===== src/rtl/pam4_pkg.sv =====
// Shared PAM-4 definitions: symbol type, symbol-to-level mapping, slicer
// threshold helpers and a signed saturation helper.
//   pam4_sym_t     : 2-bit symbol, 0..3 maps to -3S/2, -S/2, +S/2, +3S/2
//   pam4_level()   : signed level of a symbol for a given level spacing S
//   pam4_thr_lo/hi : outer slicer thresholds (-S and +S); middle threshold is 0
//   pam4_sat()     : clamp a signed value to a signed w-bit range
package pam4_pkg;

  typedef logic [1:0] pam4_sym_t;

  localparam int PAM4_DEFAULT_SEP = 56;

  function automatic int pam4_level(input pam4_sym_t sym, input int sep);
    int half;
    int lvl;
    half = sep / 2;
    lvl  = 0;
    unique case (sym)
      2'd0: lvl = -3 * half;
      2'd1: lvl = -half;
      2'd2: lvl = half;
      2'd3: lvl = 3 * half;
      default: lvl = 0;
    endcase
    return lvl;
  endfunction

  function automatic int pam4_thr_lo(input int sep);
    return -sep;
  endfunction

  function automatic int pam4_thr_hi(input int sep);
    return sep;
  endfunction

  localparam int PAM4_DEFAULT_THR_LO = -PAM4_DEFAULT_SEP;
  localparam int PAM4_DEFAULT_THR_HI = PAM4_DEFAULT_SEP;

  function automatic logic signed [63:0] pam4_sat(input logic signed [63:0] v, input int w);
    logic signed [63:0] hi;
    logic signed [63:0] lo;
    hi = (64'sd1 <<< (w - 1)) - 64'sd1;
    lo = -hi - 64'sd1;
    if (v > hi) begin
      return hi;
    end else if (v < lo) begin
      return lo;
    end
    return v;
  endfunction

endpackage


===== src/rtl/pam4_slicer.sv =====
// Combinational PAM-4 slicer. Thresholds are -S, 0, +S; a sample exactly on a
// threshold resolves to the upper symbol.
//   y   : signed equalized sample
//   sym : sliced symbol 0..3
module pam4_slicer
  import pam4_pkg::*;
#(
  parameter int SIGNAL_RESOLUTION = 8,
  parameter int SYMBOL_SEPERATION = 56
) (
  input  logic signed [SIGNAL_RESOLUTION-1:0] y,
  output pam4_sym_t                           sym
);

  localparam int ThrLo = pam4_thr_lo(SYMBOL_SEPERATION);
  localparam int ThrHi = pam4_thr_hi(SYMBOL_SEPERATION);

  always_comb begin
    sym = 2'd0;
    if (int'(y) < ThrLo) begin
      sym = 2'd0;
    end else if (int'(y) < 0) begin
      sym = 2'd1;
    end else if (int'(y) < ThrHi) begin
      sym = 2'd2;
    end else begin
      sym = 2'd3;
    end
  end

endmodule


===== src/rtl/pam4_dfe_rx.sv =====
// PAM-4 receive decision feedback equalizer. Subtracts tap-weighted levels of
// past decisions from each accepted sample, saturates and slices the result.
// One cycle latency; the feedback loop is closed combinationally from the
// decision history register.
//   clk, rstn        : clock, synchronous active-low reset
//   signal_in(_valid): signed channel sample and its qualifier
//   tap_wr_*         : tap coefficient write port (addr 0 = first post-cursor)
//   eq_out           : equalized, saturated sample
//   symbol_out       : sliced decision 0..3
//   symbol_out_valid : qualifier for eq_out/symbol_out
module pam4_dfe_rx
  import pam4_pkg::*;
#(
  parameter int NUM_TAPS          = 2,
  parameter int SIGNAL_RESOLUTION = 8,
  parameter int SYMBOL_SEPERATION = 56,
  parameter int TAP_RESOLUTION    = 8,
  parameter int FRAC_BITS         = 6
) (
  input  logic                                                   clk,
  input  logic                                                   rstn,
  input  logic signed [SIGNAL_RESOLUTION-1:0]                    signal_in,
  input  logic                                                   signal_in_valid,
  input  logic                                                   tap_wr_en,
  input  logic [((NUM_TAPS > 1) ? $clog2(NUM_TAPS) : 1)-1:0]     tap_wr_addr,
  input  logic signed [TAP_RESOLUTION-1:0]                       tap_wr_data,
  output logic signed [SIGNAL_RESOLUTION-1:0]                    eq_out,
  output logic [1:0]                                             symbol_out,
  output logic                                                   symbol_out_valid
);

  localparam int AccW = SIGNAL_RESOLUTION + TAP_RESOLUTION + $clog2(NUM_TAPS) + 2;

  logic signed [TAP_RESOLUTION-1:0] taps_q [NUM_TAPS];
  pam4_sym_t                        hist_q [NUM_TAPS];
  logic [NUM_TAPS-1:0]              hist_vld_q;

  logic signed [AccW-1:0]              isi;
  logic signed [AccW-1:0]              isi_scaled;
  logic signed [AccW-1:0]              diff;
  logic signed [SIGNAL_RESOLUTION-1:0] y;
  pam4_sym_t                           sym;

  // Empty history slots contribute nothing, so the first samples after reset
  // see only as much ISI as there are real past decisions.
  always_comb begin
    isi = '0;
    for (int k = 0; k < NUM_TAPS; k++) begin
      if (hist_vld_q[k]) begin
        isi = isi + AccW'(taps_q[k]) * AccW'(pam4_level(hist_q[k], SYMBOL_SEPERATION));
      end
    end
    isi_scaled = isi >>> FRAC_BITS;
    diff       = AccW'(signal_in) - isi_scaled;
    y          = SIGNAL_RESOLUTION'(pam4_sat(64'(diff), SIGNAL_RESOLUTION));
  end

  pam4_slicer #(
    .SIGNAL_RESOLUTION (SIGNAL_RESOLUTION),
    .SYMBOL_SEPERATION (SYMBOL_SEPERATION)
  ) u_slicer (
    .y   (y),
    .sym (sym)
  );

  // Tap writes land on the same edge as a coinciding sample, so that sample
  // has already used the old coefficient through the combinational path.
  always_ff @(posedge clk) begin
    if (!rstn) begin
      for (int k = 0; k < NUM_TAPS; k++) begin
        taps_q[k] <= '0;
        hist_q[k] <= '0;
      end
      hist_vld_q       <= '0;
      eq_out           <= '0;
      symbol_out       <= '0;
      symbol_out_valid <= 1'b0;
    end else begin
      if (tap_wr_en && (int'(tap_wr_addr) < NUM_TAPS)) begin
        taps_q[tap_wr_addr] <= tap_wr_data;
      end
      symbol_out_valid <= signal_in_valid;
      if (signal_in_valid) begin
        eq_out        <= y;
        symbol_out    <= sym;
        hist_q[0]     <= sym;
        hist_vld_q[0] <= 1'b1;
        for (int k = 1; k < NUM_TAPS; k++) begin
          hist_q[k]     <= hist_q[k-1];
          hist_vld_q[k] <= hist_vld_q[k-1];
        end
      end
    end
  end

endmodule


===== config.mk =====
export PLATFORM = sky130hd
export DESIGN_NAME = pam4_dfe_rx
export DESIGN_NICKNAME = d
export VERILOG_FILES = /design/src/rtl/pam4_pkg.sv /design/src/rtl/pam4_slicer.sv /design/src/rtl/pam4_dfe_rx.sv
export SDC_FILE = /design/constraint.sdc
export NUM_CORES = 1
export LEC_CHECK = 0
export BUFFER_PORTS_ARGS = -buffer_cell sky130_fd_sc_hd__buf_2
export CORE_AREA = 10 10 122 124
export DETAILED_ROUTE_END_ITERATION = 12
export DIE_AREA = 0 0 132 134
export HOLD_SLACK_MARGIN = 0.03
export PLACE_DENSITY = 0.79
export SETUP_SLACK_MARGIN = 0.1
export SLEW_MARGIN = 10
export SYNTH_ARGS = -nofsm -noshare
export SYNTH_HDL_FRONTEND = slang
export SYNTH_HIERARCHICAL = 1
export SYNTH_SLANG_ARGS = --single-unit

===== constraint.sdc =====
create_clock -name clk -period 9.6 [get_ports clk]
set_input_delay 0.96 -clock clk [delete_from_list [all_inputs] [get_ports clk]]
set_output_delay 0.96 -clock clk [all_outputs]
set_load 0.02 [all_outputs]

==> results of run 1 <==
-- critical path: cells and delay by family (launching register included) --
kind                       cells  cell delay, ps
AOI/OAI and AO/OA             12            2100
adders and majority gates     13            5710
DFF                            1             460
and+or+nand+nor                6             760
buffers and inverters         10            1100
xor gates and xnor gates       2             490
-- state kept, by name, indices dropped and copies added (netlist names) --
| register | cells |
|---|---|
| hist_vld_q | 2 |
| symbol_out | 2 |
| eq_out | 8 |
| symbol_out_valid | 1 |
| hist_q | 4 |
| taps_q | 16 |
-- final cells by class --
class                   instances  share of cell area [%]
flip-flops and latches         33                   9.407
multi-input cells             541                   67.31
repair buffers                154                   12.17
inverters                     168                   6.891
clock buffers                   5                   1.367
clock inverters                 3                  0.5059
well taps                     172                   2.352
-- what timing repair did --
item,in CTS,in global routing
gates cloned,0,0
setup buffers,9,8
resized for setup,30,36
pin swaps,22,17
endpoints found under the setup margin,12,12
-- per-stage QoR --
step / hold slack [ps] / TNS (ps)
2_1_floorplan: 538.5 / -695.9
3_3_place_gp: 439.3 / -5194
3_5_place_dp: 453.1 / -7346
4_1_cts: 471.0 / -5563
5_1_grt: 490.4 / -15200
6_report: 461.3 / -10100
-- worst paths after layout --
kind | to
worst min register to register | symbol_out[1]
worst min-delay path | symbol_out[1]
worst max register to register | symbol_out[0]
worst max-delay path | symbol_out[0]
-- layer usage --
layer	global-route usage (%)	up-vias	share of wire [%]	wire length, microns
met5	0	-	0	0
met4	6.675	0	5.3	1097
met2	41.42	272	52	10750
met1	23.81	2999	37	7604
met3	3.622	99	5.9	1215
li1	-	2715	-	-
==> impl_metrics.yaml, run 1 <==
timing:
  setup_viol: 12
  max_freq_mhz: 93.10
  tightest_slew_ps: 1099
  setup_ws_ps: -1141
  period_needed_ps: 10740
  grt_setup_unrepaired: "yes"
  max_slew_margin_pct: 25.97
  hold_viol_final: 0
  final_max_slew_viol_count: 0
  min_period_over_period_pct: 111.9
  skew_ps: 2.972
synthesis:
  avgSynthCellArea_sq_um: 9.482
  syn_area_sq_mm: 0.007178
  ys_warn_count: 6
  syn_nets: 978
  synthCells: 757
worst_setup_path:
  critPathKind: "reg2reg"
  cp_slowest_cell: "fa_1"
  crit_fanout: 5
  critPathLaunch: "hist_q[0][1]"
  required_ps: 9780
  endpoint_kind: "register"
  worstSetupStartpointType: "register"
  r2r_cells: 43
  critPathMostFrequentCell: "fa_1"
  slowest_delay_ps: 550
  reg2reg_from: "hist_q[0][1]"
  crit_arrival_ps: 10920
  reg2reg_slack_ps: -1140
final_layout:
  final_common_cell: "inv_1"
  final-instance-count-excl-fill: 1076
  final_cell_mix: "inv_1 (159), fa_1 (117), buf_4 (116), ha_1 (61), nand2_1 (41)"
  multi_input_area_sq_mm: 0.006160
  diodes: 0
  fin_nets: 1124
  drive_above_1_share_pct: 28.65
  fin_area_sq_mm: 0.009151
  area.growth.synth_to_final_pct: 27.49
  utilization_pct: 73.41
  n_fill_cell: 801
  final-seq-area_sq_um: 860.8
clocking:
  clk_pin_slew_ps: 60
  cts_buffers: 5
  cts-hold-fix-buffers: 0
  cts_tree: "done"
  cts_max_level: 2
  cts-root-buf: "clkbuf_16"
  numClockSinks: 33
  clockBufferDepth: 2
  clock_latency_ps: 280
die:
  fp-row-count: 41
  num_io_pins: 32
  die_h_microns: 134
  die_w_microns: 132
  die-area_sq_mm: 0.01769
  start_util_pct: 57.58
  core_area_sq_mm: 0.01247
placement:
  pre_cts_slack_ps: -962.8
  hpwl_microns: 14800
  dp_cells: 1053
  placed_cell_area_sq_mm: 0.008528
  io_buffer_count: 31
  gp_congestion: 0.9077
detailed_routing:
  num_vias: 6085
  dr.first_iter.drc_count: 515
  vias_per_cell: 5.655
  wirelength_microns: 20670
  wl_per_cell_microns: 19.21
  first_pass_iters: 5
  drc: 0
  antenna_left: 0
global_routing:
  track_usage_pct: 21.66
  grt_pass1_vias: 6699
  grt_max_degree: 25
  grt_pass1_wl_microns: 31710
  grt-ovfl-total: 0
  antenna_found_initial: 1
min_path:
  min-delay-start: "symbol_out[1]"
  hold_class: "reg2reg"
  min_delay_path_depth: 1
run:
  drv_cap: 0
status:
  status: "finished, violations left"
  violations: "setup timing"
Power of run 1 is left out: the tool's default activity adds up to more than one toggle a clock period on the data nets, which glitch-free logic cannot reach.
==> inputs of run 2 (changes only) <==
--- a/config.mk
+++ b/config.mk
@@ -10,7 +10,9 @@
 export DETAILED_ROUTE_END_ITERATION = 12
 export DIE_AREA = 0 0 132 134
 export HOLD_SLACK_MARGIN = 0.03
+export MAX_ROUTING_LAYER = met4
 export PLACE_DENSITY = 0.79
+export REMOVE_ABC_BUFFERS = 1
 export SETUP_SLACK_MARGIN = 0.1
 export SLEW_MARGIN = 10
 export SYNTH_ARGS = -nofsm -noshare
==> run 2 against run 1 <==
  * The flow still finishes with violations (setup timing)
  * Count of clock-buffer cells in the layout grew 1
  * Flip-flop and latch count is the same
  * Worst hold slack gained 15 ps
  * Sequential share of layout area shrank 0.34 points
  * Register-to-register slack lost 650 ps
  * Non-clock buffer count grew 28
  * Critical path depth grew 1
  * Clock skew grew 9.8 ps
  * Highest routed layer unchanged
==> impl_metrics.yaml, run 2 (synthesis results as in run 1) <==
worst_setup_path:
  critPathLaunch: "hist_q[0][1]"
  cp_slowest_cell: "fa_1"
  critPathMostFrequentCell: "fa_1"
  critPathKind: "reg2reg"
  required_ps: 9820
  crit_arrival_ps: 11620
  endpoint_kind: "register"
  reg2reg_from: "hist_q[0][1]"
  worstSetupStartpointType: "register"
  slowest_delay_ps: 750
  crit_fanout: 5
final_layout:
  n_fill_cell: 722
  area.growth.synth_to_final_pct: 32.25
  largest_reg_flops: 16
  top_regs: "taps_q (16), eq_out (8), hist_q (4)"
  fin_nets: 1152
  fin_area_sq_mm: 0.009493
  drive_above_1_share_pct: 32.08
  top_register: "taps_q"
  utilization_pct: 76.15
  diodes: 0
  final_common_cell: "inv_1"
  final_cell_mix: "inv_1 (157), buf_4 (141), fa_1 (119), ha_1 (55), nand2_1 (40)"
detailed_routing:
  wl_per_cell_microns: 20.81
  dr.first_iter.drc_count: 479
  num_vias: 6422
  wirelength_microns: 22970
  drc: 0
  vias_per_cell: 5.817
  antenna_left: 0
  first_pass_iters: 6
die:
  num_io_pins: 32
  core_area_sq_mm: 0.01247
  die-area_sq_mm: 0.01769
  start_util_pct: 57.58
  die_h_microns: 134
  fp-row-count: 41
  die_w_microns: 132
global_routing:
  track_usage_pct: 23.05
  grt_pass1_wl_microns: 32920
  grt-ovfl-total: 0
  busiest_layer: "met2"
  grtUsageMet3_pct: 2.502
  grtUsageMet1_pct: 25.98
  grt_pass1_vias: 6807
  antenna_found_initial: 0
  grt_max_degree: 25
  use_met2_pct: 41.89
placement:
  hpwl_microns: 14440
  placed_cell_area_sq_mm: 0.008397
  gp_congestion: 0.9160
  pre_cts_slack_ps: -1397
  io_buffer_count: 31
timing:
  max_freq_mhz: 87.78
  grt_setup_unrepaired: "yes"
  worst_hold_slack_ps: 476.3
  setup_ws_ps: -1793
  max_slew_margin_pct: 27.93
  setup_viol: 12
  hold_viol_final: 0
  tightest_slew_ps: 1070
  min_period_over_period_pct: 118.7
  period_needed_ps: 11390
  final_max_slew_viol_count: 0
  skew_ps: 12.75
clocking:
  cts_buffers: 5
  cts_tree: "done"
  clockBufferDepth: 2
  cts-hold-fix-buffers: 0
  cts_max_level: 2
  cts-root-buf: "clkbuf_16"
  numClockSinks: 33
  clk_pin_slew_ps: 60
  clock_latency_ps: 280
status:
  violations: "setup timing"
  status: "finished, violations left"
min_path:
  hold_class: "reg2reg"
  min-delay-start: "symbol_out[1]"
run:
  drv_cap: 0
[run 2: cell count changes in the layout (fill, tap and decap cells not counted), sizes merged]
cell	delta
bufinv	-1
buf	+28
clkinvlp	-1
clkinv	+1
clkbuf	+1
[run 2: cell type report]
class,count,area [sq um],share of cell area [%]
Clock buffer,6,128.9,1.358
Clock inverter,2,10.01,0.1054
Inverter,168,633.1,6.669
Multi-Input combinational cell,541,6325,66.63
Sequential cell,33,860.8,9.068
Tap cell,172,215.2,2.267
Timing Repair Buffer,182,1320,13.91
[run 2: layer usage]
layer / part of all wire [%] / up-vias
li1: - / 2770
met1: 36 / 3156
met2: 52 / 360
met3: 5.9 / 136
met4: 6.7 / 0
met5: 0 / -
[run 2: what timing repair did]
item / 4_1_cts / 5_1_grt
endpoints found under the setup margin: 12 / 12
buffers inserted: 17 / 12
hold endpoints to repair: 0 / 0
pin swaps: 82 / 48
cloned: 0 / 0
resized for setup: 89 / 44
[run 2: critical path: cells and delay by family (launching register included)]
family	cells	cell delay, ps
adder cells (fa/ha/maj)	13	5740
AO/OA/AOI/OAI	13	2670
AND/OR/NAND/NOR	7	1190
buffers and inverters	8	720
XOR/XNOR	3	550
flip-flops	1	450
[run 2: worst paths after layout]
check | endpoint | slack (ps) | depth (start not counted)
min reg2reg | symbol_out[1] | 480 | 1
max | symbol_out[0] | -1790 | 44
max reg2reg | symbol_out[0] | -1790 | 44
min | symbol_out[1] | 480 | 1
[run 2: per-stage QoR]
stage | cells | setup TNS [ps]
after floorplan | 742 | -3144
after global placement | 1067 | -6948
after detailed placement | 1067 | -11080
after CTS | 1092 | -4982
after global routing | 1104 | -18990
final | 1104 | -16430
Power of run 2 is left out for the same reason.
